## src/rtl/booth_r4_seq_multiplier.sv

```systemverilog
`default_nettype none
// ============================================================================
// Module      : booth_r4_seq_multiplier
// Description : Iterative radix-4 Booth multiplier. Consumes one recoded
//               multiplier digit per clock and accumulates the partial
//               products sequentially. Operands and results use valid/ready
//               handshakes, and the block supports abort.
// Revision    : 1.0 - initial release
// ============================================================================
module booth_r4_seq_multiplier #(
    parameter int WIDTH  = 8,
    parameter bit SIGNED = 1'b1
) (
    input  logic                 clk,
    input  logic                 rst_n,
    input  logic                 in_valid,
    output logic                 in_ready,
    input  logic [WIDTH-1:0]     in_a,
    input  logic [WIDTH-1:0]     in_b,
    input  logic                 abort,
    output logic                 out_valid,
    input  logic                 out_ready,
    output logic [2*WIDTH-1:0]   out_product,
    output logic                 busy
);

    // In unsigned mode, one extra digit absorbs the zero-extended top bits.
    localparam int NDIG = SIGNED ? (WIDTH / 2) : (WIDTH / 2 + 1);
    localparam int CW   = $clog2(NDIG + 1);
    localparam int AW   = 2 * WIDTH + 2;   // accumulator / shifted multiplicand
    localparam int BW   = WIDTH + 3;       // {2 ext bits, b, implicit b[-1]}
    localparam logic [CW-1:0] LAST = CW'(NDIG - 1);

    typedef enum logic [1:0] {
        ST_IDLE = 2'd0,
        ST_BUSY = 2'd1,
        ST_DONE = 2'd2
    } state_t;

    state_t              state_q, state_d;
    logic [AW-1:0]       mcand_q, mcand_d;   // multiplicand, pre-shifted by 2i
    logic [AW-1:0]       acc_q,   acc_d;
    logic [BW-1:0]       mplier_q, mplier_d; // multiplier, shifted so digit i sits in [2:0]
    logic [CW-1:0]       cnt_q,   cnt_d;
    logic [2*WIDTH-1:0]  prod_q,  prod_d;

    logic                sel1, sel2, neg;
    logic [AW-1:0]       pp_mag, pp, acc_sum;
    logic                a_ext, b_ext;

    assign a_ext = SIGNED ? in_a[WIDTH-1] : 1'b0;
    assign b_ext = SIGNED ? in_b[WIDTH-1] : 1'b0;

    // Booth recode the current triplet into the partial product for this digit.
    always_comb begin
        sel1 = 1'b0;
        sel2 = 1'b0;
        neg  = 1'b0;
        case (mplier_q[2:0])
            3'b001, 3'b010: sel1 = 1'b1;
            3'b011:         sel2 = 1'b1;
            3'b100:         begin sel2 = 1'b1; neg = 1'b1; end
            3'b101, 3'b110: begin sel1 = 1'b1; neg = 1'b1; end
            default:        ;
        endcase
        if (sel2) begin
            pp_mag = {mcand_q[AW-2:0], 1'b0};
        end else if (sel1) begin
            pp_mag = mcand_q;
        end else begin
            pp_mag = '0;
        end
        pp      = neg ? (~pp_mag + AW'(1)) : pp_mag;
        acc_sum = acc_q + pp;
    end

    // Next-state, datapath updates and handshake outputs.
    always_comb begin
        state_d   = state_q;
        mcand_d   = mcand_q;
        acc_d     = acc_q;
        mplier_d  = mplier_q;
        cnt_d     = cnt_q;
        prod_d    = prod_q;
        in_ready  = 1'b0;
        out_valid = 1'b0;
        busy      = 1'b0;
        case (state_q)
            ST_IDLE: begin
                in_ready = 1'b1;
                // Abort on the same edge blocks acceptance.
                if (in_valid && !abort) begin
                    mcand_d  = {{(AW - WIDTH){a_ext}}, in_a};
                    mplier_d = {{2{b_ext}}, in_b, 1'b0};
                    acc_d    = '0;
                    cnt_d    = '0;
                    state_d  = ST_BUSY;
                end
            end
            ST_BUSY: begin
                busy = 1'b1;
                if (abort) begin
                    state_d = ST_IDLE;
                end else begin
                    acc_d    = acc_sum;
                    mcand_d  = {mcand_q[AW-3:0], 2'b00};
                    mplier_d = {2'b00, mplier_q[BW-1:2]};
                    cnt_d    = cnt_q + CW'(1);
                    if (cnt_q == LAST) begin
                        prod_d  = acc_sum[2*WIDTH-1:0];
                        state_d = ST_DONE;
                    end
                end
            end
            ST_DONE: begin
                busy      = 1'b1;
                out_valid = 1'b1;
                if (abort || out_ready) begin
                    state_d = ST_IDLE;
                end
            end
            default: state_d = ST_IDLE;
        endcase
    end

    // State and datapath registers with asynchronous reset.
    always_ff @(posedge clk or negedge rst_n) begin
        if (!rst_n) begin
            state_q  <= ST_IDLE;
            mcand_q  <= '0;
            acc_q    <= '0;
            mplier_q <= '0;
            cnt_q    <= '0;
            prod_q   <= '0;
        end else begin
            state_q  <= state_d;
            mcand_q  <= mcand_d;
            acc_q    <= acc_d;
            mplier_q <= mplier_d;
            cnt_q    <= cnt_d;
            prod_q   <= prod_d;
        end
    end

    assign out_product = prod_q;

endmodule
`default_nettype wire

```

## config.mk

```make
export PLATFORM = sky130hd
export DESIGN_NAME = booth_r4_seq_multiplier
export DESIGN_NICKNAME = d
export VERILOG_FILES = /design/src/rtl/booth_r4_seq_multiplier.sv
export SDC_FILE = /design/constraint.sdc
export NUM_CORES = 1
export LEC_CHECK = 0
export CAP_MARGIN = 20
export CORE_UTILIZATION = 25
export CTS_CLUSTER_DIAMETER = 100
export CTS_CLUSTER_SIZE = 28
export DETAILED_ROUTE_END_ITERATION = 10
export PLACE_DENSITY = 0.43
export SLEW_MARGIN = 0
export SYNTH_ARGS = -nofsm -noshare
export SYNTH_HDL_FRONTEND = slang
export SYNTH_SLANG_ARGS = --single-unit
```

## constraint.sdc

```tcl
create_clock -name clk -period 4.98 [get_ports clk]
set_input_delay 1.494 -clock clk [delete_from_list [all_inputs] [get_ports clk]]
set_output_delay 1.494 -clock clk [all_outputs]
set_load 0.01 [all_outputs]
```

# [Word-level counts from Yosys, hierarchy flattened]
# Cells that the tools add are included.
[word_totals] reg_bits=68 input_bits=21 output_inout_bits=19 elab_cells=62
[op_classes] n_addsub=3 n_eq_ne=13 n_mux=26 bitwise=2 reduce_logical=12
[op_table] operator="18-bit 2-to-1 mux" n=7
[op_table] operator="18-bit one-hot mux with 2 select lines" n=2
[op_table] operator="11-bit 2-to-1 mux" n=2
[op_table] operator="11-bit one-hot mux with 2 select lines" n=1
[op_table] operator="18-bit by 1-bit adder with 18-bit output (second input constant)" n=1
[op_table] operator="18-bit adder" n=1
[op_table] operator="18-bit NOT" n=1
[op_table] operator="3-bit by 2-bit equality test with 1-bit output (second input constant)" n=3
[op_table] operator="3-bit equality test (second input constant)" n=3
[op_table] operator="3-bit AND reduction" n=3
[op_table] operator="2-bit 2-to-1 mux" n=4
[op_table] operator="1-bit 2-to-1 mux" n=6
[op_table] operator="3-bit 2-to-1 mux" n=2
[op_table] operator="2-bit inequality test (second input constant)" n=3
[op_table] operator="2-bit one-hot mux with 3 select lines" n=1
[op_table] operator="3-bit one-hot mux with 2 select lines" n=1
[op_table] operator="2-bit OR reduction" n=2
[op_table] operator="4-bit OR reduction" n=1
[op_table] operator="3-bit by 1-bit adder with 3-bit output (second input constant)" n=1
[op_table] operator="3-bit by 1-bit equality test with 1-bit output (second input constant)" n=1
[op_table] operator="3-bit inequality test (second input constant)" n=1
[op_table] operator="3-bit OR reduction" n=1
[op_table] operator="2-bit by 1-bit equality test with 1-bit output (second input constant)" n=1
[op_table] operator="2-bit equality test (second input constant)" n=1
[op_table] operator="6 further kinds" n=6

# [Longest topological paths before layout]
[depth] depth_word=11 mapped_depth=21 mapped_depth_nobuf=19

# [Worst setup path after synthesis]
# Ideal clock, no wire load.
[synth_timing] kind="reg-to-reg" start="reg mplier_q[0]" end="reg acc_q[15]" setup_time_ps=133 arrival_ps=3813 t_required_ps=4847 path_slack_ps=1034 stages_incl_launch_ff=21 n_path_buf=2 period_less_slack_ps=3946 cell_sequence="dfrtp_1 > buf_2 > inv_1 > buf_2 > a211oi_1 > a31o_2 > ha_1 > inv_1 > a21oi_1 > nand4_1 > xor2_1 > a22oi_1 > o21ai_0 > ha_1 > a211o_1 > o32a_1 > a31oi_1 > o31ai_1 > xnor2_1 > xor2_1 > o21ai_0"
[synth_via] elab_chain_cells=11 word_cells_on_any_way=20 cone_classes="add/sub (2); eq/ne (6); mux (8); bitwise (1); reduce/logical (3)"
[synth_rtl] item="start, declared" line_no="43" rtl="logic [BW-1:0] mplier_q, mplier_d;"
[synth_rtl] item="start signal, assigned" line_no="139" rtl="mplier_q <= mplier_d;"
[synth_rtl] item="3-bit equality test (tied with other cells)" line_no="59" rtl="case (mplier_q[2:0])"
[synth_rtl] item="4-bit OR reduction (no line)"
[synth_rtl] item="1-bit 2-to-1 mux" line_no="59"
[synth_rtl] item="18-bit 2-to-1 mux" line_no="68" rtl="end else if (sel1) begin"
[synth_rtl] item="18-bit 2-to-1 mux" line_no="66" rtl="if (sel2) begin"
[synth_rtl] item="18-bit NOT" line_no="73" rtl="pp = neg ? (~pp_mag + AW'(1)) : pp_mag;"
[synth_rtl] item="18-bit by 1-bit adder with 18-bit output" line_no="73"
[synth_rtl] item="18-bit 2-to-1 mux (*)" line_no="73"
[synth_rtl] item="18-bit adder (*)" line_no="74" rtl="acc_sum = acc_q + pp;"
[synth_rtl] item="18-bit 2-to-1 mux (*)" line_no="102" rtl="if (abort) begin"
[synth_rtl] item="18-bit one-hot mux with 2 select lines (*)" line_no="88" rtl="case (state_q)"
[synth_rtl] item="end signal, assigned" line_no="131" rtl="acc_q <= '0;"
[synth_rtl] item="end signal, assigned" line_no="138" rtl="acc_q <= acc_d;"
[synth_rtl] item="end, declared" line_no="42" rtl="logic [AW-1:0] acc_q, acc_d;"
# Every way passes the cells marked *; elsewhere a longest branch is shown, timed or not. The select of a mux whose other input is x is not followed.
# A chain may end at the register's enable or synchronous reset.

# [Final worst setup path]
[layout_timing] start="reg mplier_q[1]" end="reg acc_q[15]"
# Same word-level chain as after synthesis.

==> flow_metrics.env <==
export IMPL_die_height_um=135.3
export IMPL_hold_class="reg2reg"
export IMPL_synth_edff_count=0
export IMPL_clkPwrFrac=0.151
export IMPL_crit_type="reg2reg"
export IMPL_synth_area_um2=4444
export IMPL_cts_sinks=63
export IMPL_maxCapViolCount=0
export IMPL_wirelength_um=12470
export IMPL_max_slew_worst_pin_slew_ns=1.037
export IMPL_met2_length_um=5823
export IMPL_io_buffers=39
export IMPL_synth_warnings=0
export IMPL_grt_pass1_wl_um=20650
export IMPL_detail_route_wl_per_cell_um=16.18
export IMPL_startpoint_type="register"
export IMPL_post_cts_buffers=0
export IMPL_max_stage_delay_ns=0.50
export IMPL_n_fill_cell=1798
export IMPL_gp_congestion=0.8232
export IMPL_fin_crit_ns=4.503
export IMPL_final_common_cell="nand2_1"
export IMPL_path_max_fanout=29
export IMPL_top_layer="met4"
export IMPL_ant_nets=0
export IMPL_wl_met1_um=5898
export IMPL_ctsHoldBuffers=0
export IMPL_crit_arrival_ns=4.72
export IMPL_drive_above_1_share=0.07692
export IMPL_grt_max_degree=54
export IMPL_drc=0
export IMPL_switching_power_mw=2.006
export IMPL_antenna_found_initial=0
export IMPL_dieArea_um2=18310
export IMPL_max_clock_freq_ghz=0.2221
export IMPL_cts_max_level=3
export IMPL_crit_family="compound AO/OA/AOI/OAI gates"
export IMPL_final_cell_mix="nand2_1, dfrtp_1, o21ai_0"
export IMPL_synth_seq_cells=63
export IMPL_seqPwrFrac=0.230
export IMPL_p_leak_nw=2.264
export IMPL_cts_tree="done"
export IMPL_syn_to_final_growth_pct=20.30
export IMPL_path_buf_inv=2
export IMPL_ys_types=59
export IMPL_status="finished, final reports clean"
export IMPL_yosys_most_used_dff="dfrtp_1"
export IMPL_grt_pass1_vias=3898
export IMPL_clock_latency_ns=0.34
export IMPL_drtIter0Drc=213
export IMPL_drtPass1Iterations=7
export IMPL_dr_wl_met3_um=464
export IMPL_yosysTopAreaCell="dfrtp_1"
export IMPL_ioPinCount=40
export IMPL_p_comb_frac=0.619
export IMPL_critPathSlowestCell="dfrtp_2"
export IMPL_cts_made_buffers=9
export IMPL_vias_per_cell=5.025
export IMPL_clk_path_buf_depth=2
export IMPL_p_int_mw=2.231
export IMPL_n_antenna_cell=0
export IMPL_rows=48
export IMPL_crit_chain="buf_4 -> nor2b_1 -> nand2_1 -> a31o_2 -> ha_1 -> inv_1 -> a21oi_1 -> nand4_1 -> xor2_1 -> a22oi_1 -> o21ai_0 -> ha_1 -> a211o_1 -> o32a_1 -> a31oi_1 -> o31ai_1 -> xnor2_1 -> xor2_1 -> o21ai_0"
export IMPL_netlist_instances=516
export IMPL_track_usage=0.1459
export IMPL_slew_limit_headroom=0.3086
export IMPL_finalSetupTns_ns=0
export IMPL_synth_area_leaders="dfrtp_1, ha_1, o21ai_0"
export IMPL_setup_viol=0
export IMPL_initial_core_util=0.2561
export IMPL_worst_clock_skew_ns=0.003502
export IMPL_synth_fp_nets=562
export IMPL_p_per_area_nw_per_um2=792.7
export IMPL_grt_setup_unrepaired="false"
export IMPL_synthArstFlopShare=1.000
export IMPL_synth_top_area_share=0.3547
export IMPL_layout_nets=587
export IMPL_num_vias=3874
export IMPL_syn_avg_cell_area_um2=8.613
export IMPL_crit_required_ns=5.20
export IMPL_p_sw_frac=0.4734
export IMPL_hpwl_um=8992
export IMPL_critical_path_endpoint_type="register"
export IMPL_ys_seq_area_frac=0.3547
export IMPL_core_area_um2=17360
export IMPL_final_period_utilization=0.9042
export IMPL_vdd_drop_max_uv=302.1
export IMPL_report_final_slew_viol_count=0
export IMPL_overflow=0
export IMPL_path_clk_slew_ns=0.06
export IMPL_ctsResizeCount=0
export IMPL_hold_viol_final=0
export IMPL_final_util=0.3080
export IMPL_cts_root_buf="clkbuf_16"
export IMPL_dieWidth_um=135.3
-- Yosys cell counts, drive strengths merged, types with 2 or more instances --
cell type / count
nand2b: 10
o31ai: 3
a22o: 6
or2: 3
a31oi: 8
nand3b: 2
nor2b: 10
a32oi: 4
a211oi: 5
xor2: 15
nor2: 26
a31o: 2
o221ai: 2
mux2: 3
a21o: 4
a222oi: 2
nor3: 3
nor4: 2
ha: 24
or4: 2
nand4: 6
and2: 4
nand3: 4
buf: 14
a221o: 9
nand2: 72
o211ai: 2
a211o: 4
o21a: 4
a22oi: 3
a221oi: 7
o21ai: 62
mux2i: 13
xnor2: 19
o22ai: 4
clkbuf: 24
dfrtp: 63
inv: 16
a2bb2oi: 2
a21oi: 36
-- flip-flops by register name (all words and copies together), names as in the netlist --
| name | count |
|---|---|
| out_product | 16 |
| acc_q | 16 |
| cnt_q | 3 |
| state_q | 2 |
| mplier_q | 10 |
| mcand_q | 16 |
-- cell families (layout without fill, tap and decap cells) --
group | after synthesis | in the layout | share of synthesized area
compound gates | 177 | 177 | 0.2593
simple gates | 147 | 147 | 0.1605
flops | 63 | 63 | 0.3547
buf+inv | 54 | 84 | 0.04955
xor+xnor | 34 | 34 | 0.06701
fa+ha+maj | 25 | 25 | 0.07207
mux | 16 | 16 | 0.03688
-- power groups by stage --
stage | clock [mW] | sequential [mW] | combinational (mW)
finish | 0.639 | 0.975 | 2.62
global route | 0.683 | 1.02 | 2.93
CTS | 0.658 | 0.975 | 2.65
detailed placement | 0 | 0.983 | 2.63
global placement | 0 | 0.980 | 2.60
floorplan | 0 | 0.855 | 2.04
-- stage by stage --
stage,hold slack [ns],cells,cell area (µm²),setup WS [ns],total power [mW]
final,0.4722,771,5346,0.4772,4.238
after global routing,0.4953,771,5346,0.1150,4.630
after detailed placement,0.4631,755,5052,0.4159,3.616
after global placement,0.4636,754,5041,0.5413,3.578
after floorplan,0.4496,516,4444,1.034,2.891
after CTS,0.4769,771,5345,0.3832,4.284
-- cell type report --
cell class | instances | area [µm²] | share of cell area
multi-input combinational | 399 | 2648 | 0.4952
sequential | 63 | 1578 | 0.2951
timing repair buffer | 52 | 486.7 | 0.09104
tap | 225 | 281.5 | 0.05266
clock buffer | 13 | 250.2 | 0.04681
inverter | 16 | 60.06 | 0.01123
clock inverter | 3 | 42.54 | 0.007957
-- tightest hold or removal path: stages (launching register included) --
cell	delay, ns
dfrtp_1	0.34
nand2_1	0.05
nand2_1	0.05
-- final timing paths --
check	slack [ns]	end	from	cells after the start
worst max-delay path	0.48	acc_q[15]	mplier_q[1]	19
worst min-delay path	0.47	out_product[0]	out_product[0]	2
worst max register to register	0.48	acc_q[15]	mplier_q[1]	19
worst min register to register	0.47	out_product[0]	out_product[0]	2
max in group asynchronous	2.78	out_product[15]	rst_n	2
min in group asynchronous	1.28	state_q[1]	rst_n	1
-- layer usage --
| layer | GRT usage | vias to the layer above |
|---|---|---|
| li1 | - | 1916 |
| met1 | 0.1913 | 1857 |
| met2 | 0.2345 | 82 |
| met3 | 0.02694 | 19 |
| met4 | 0.06117 | 0 |
| met5 | 0 | - |
Note: power is estimated with default switching activity, not from simulation.
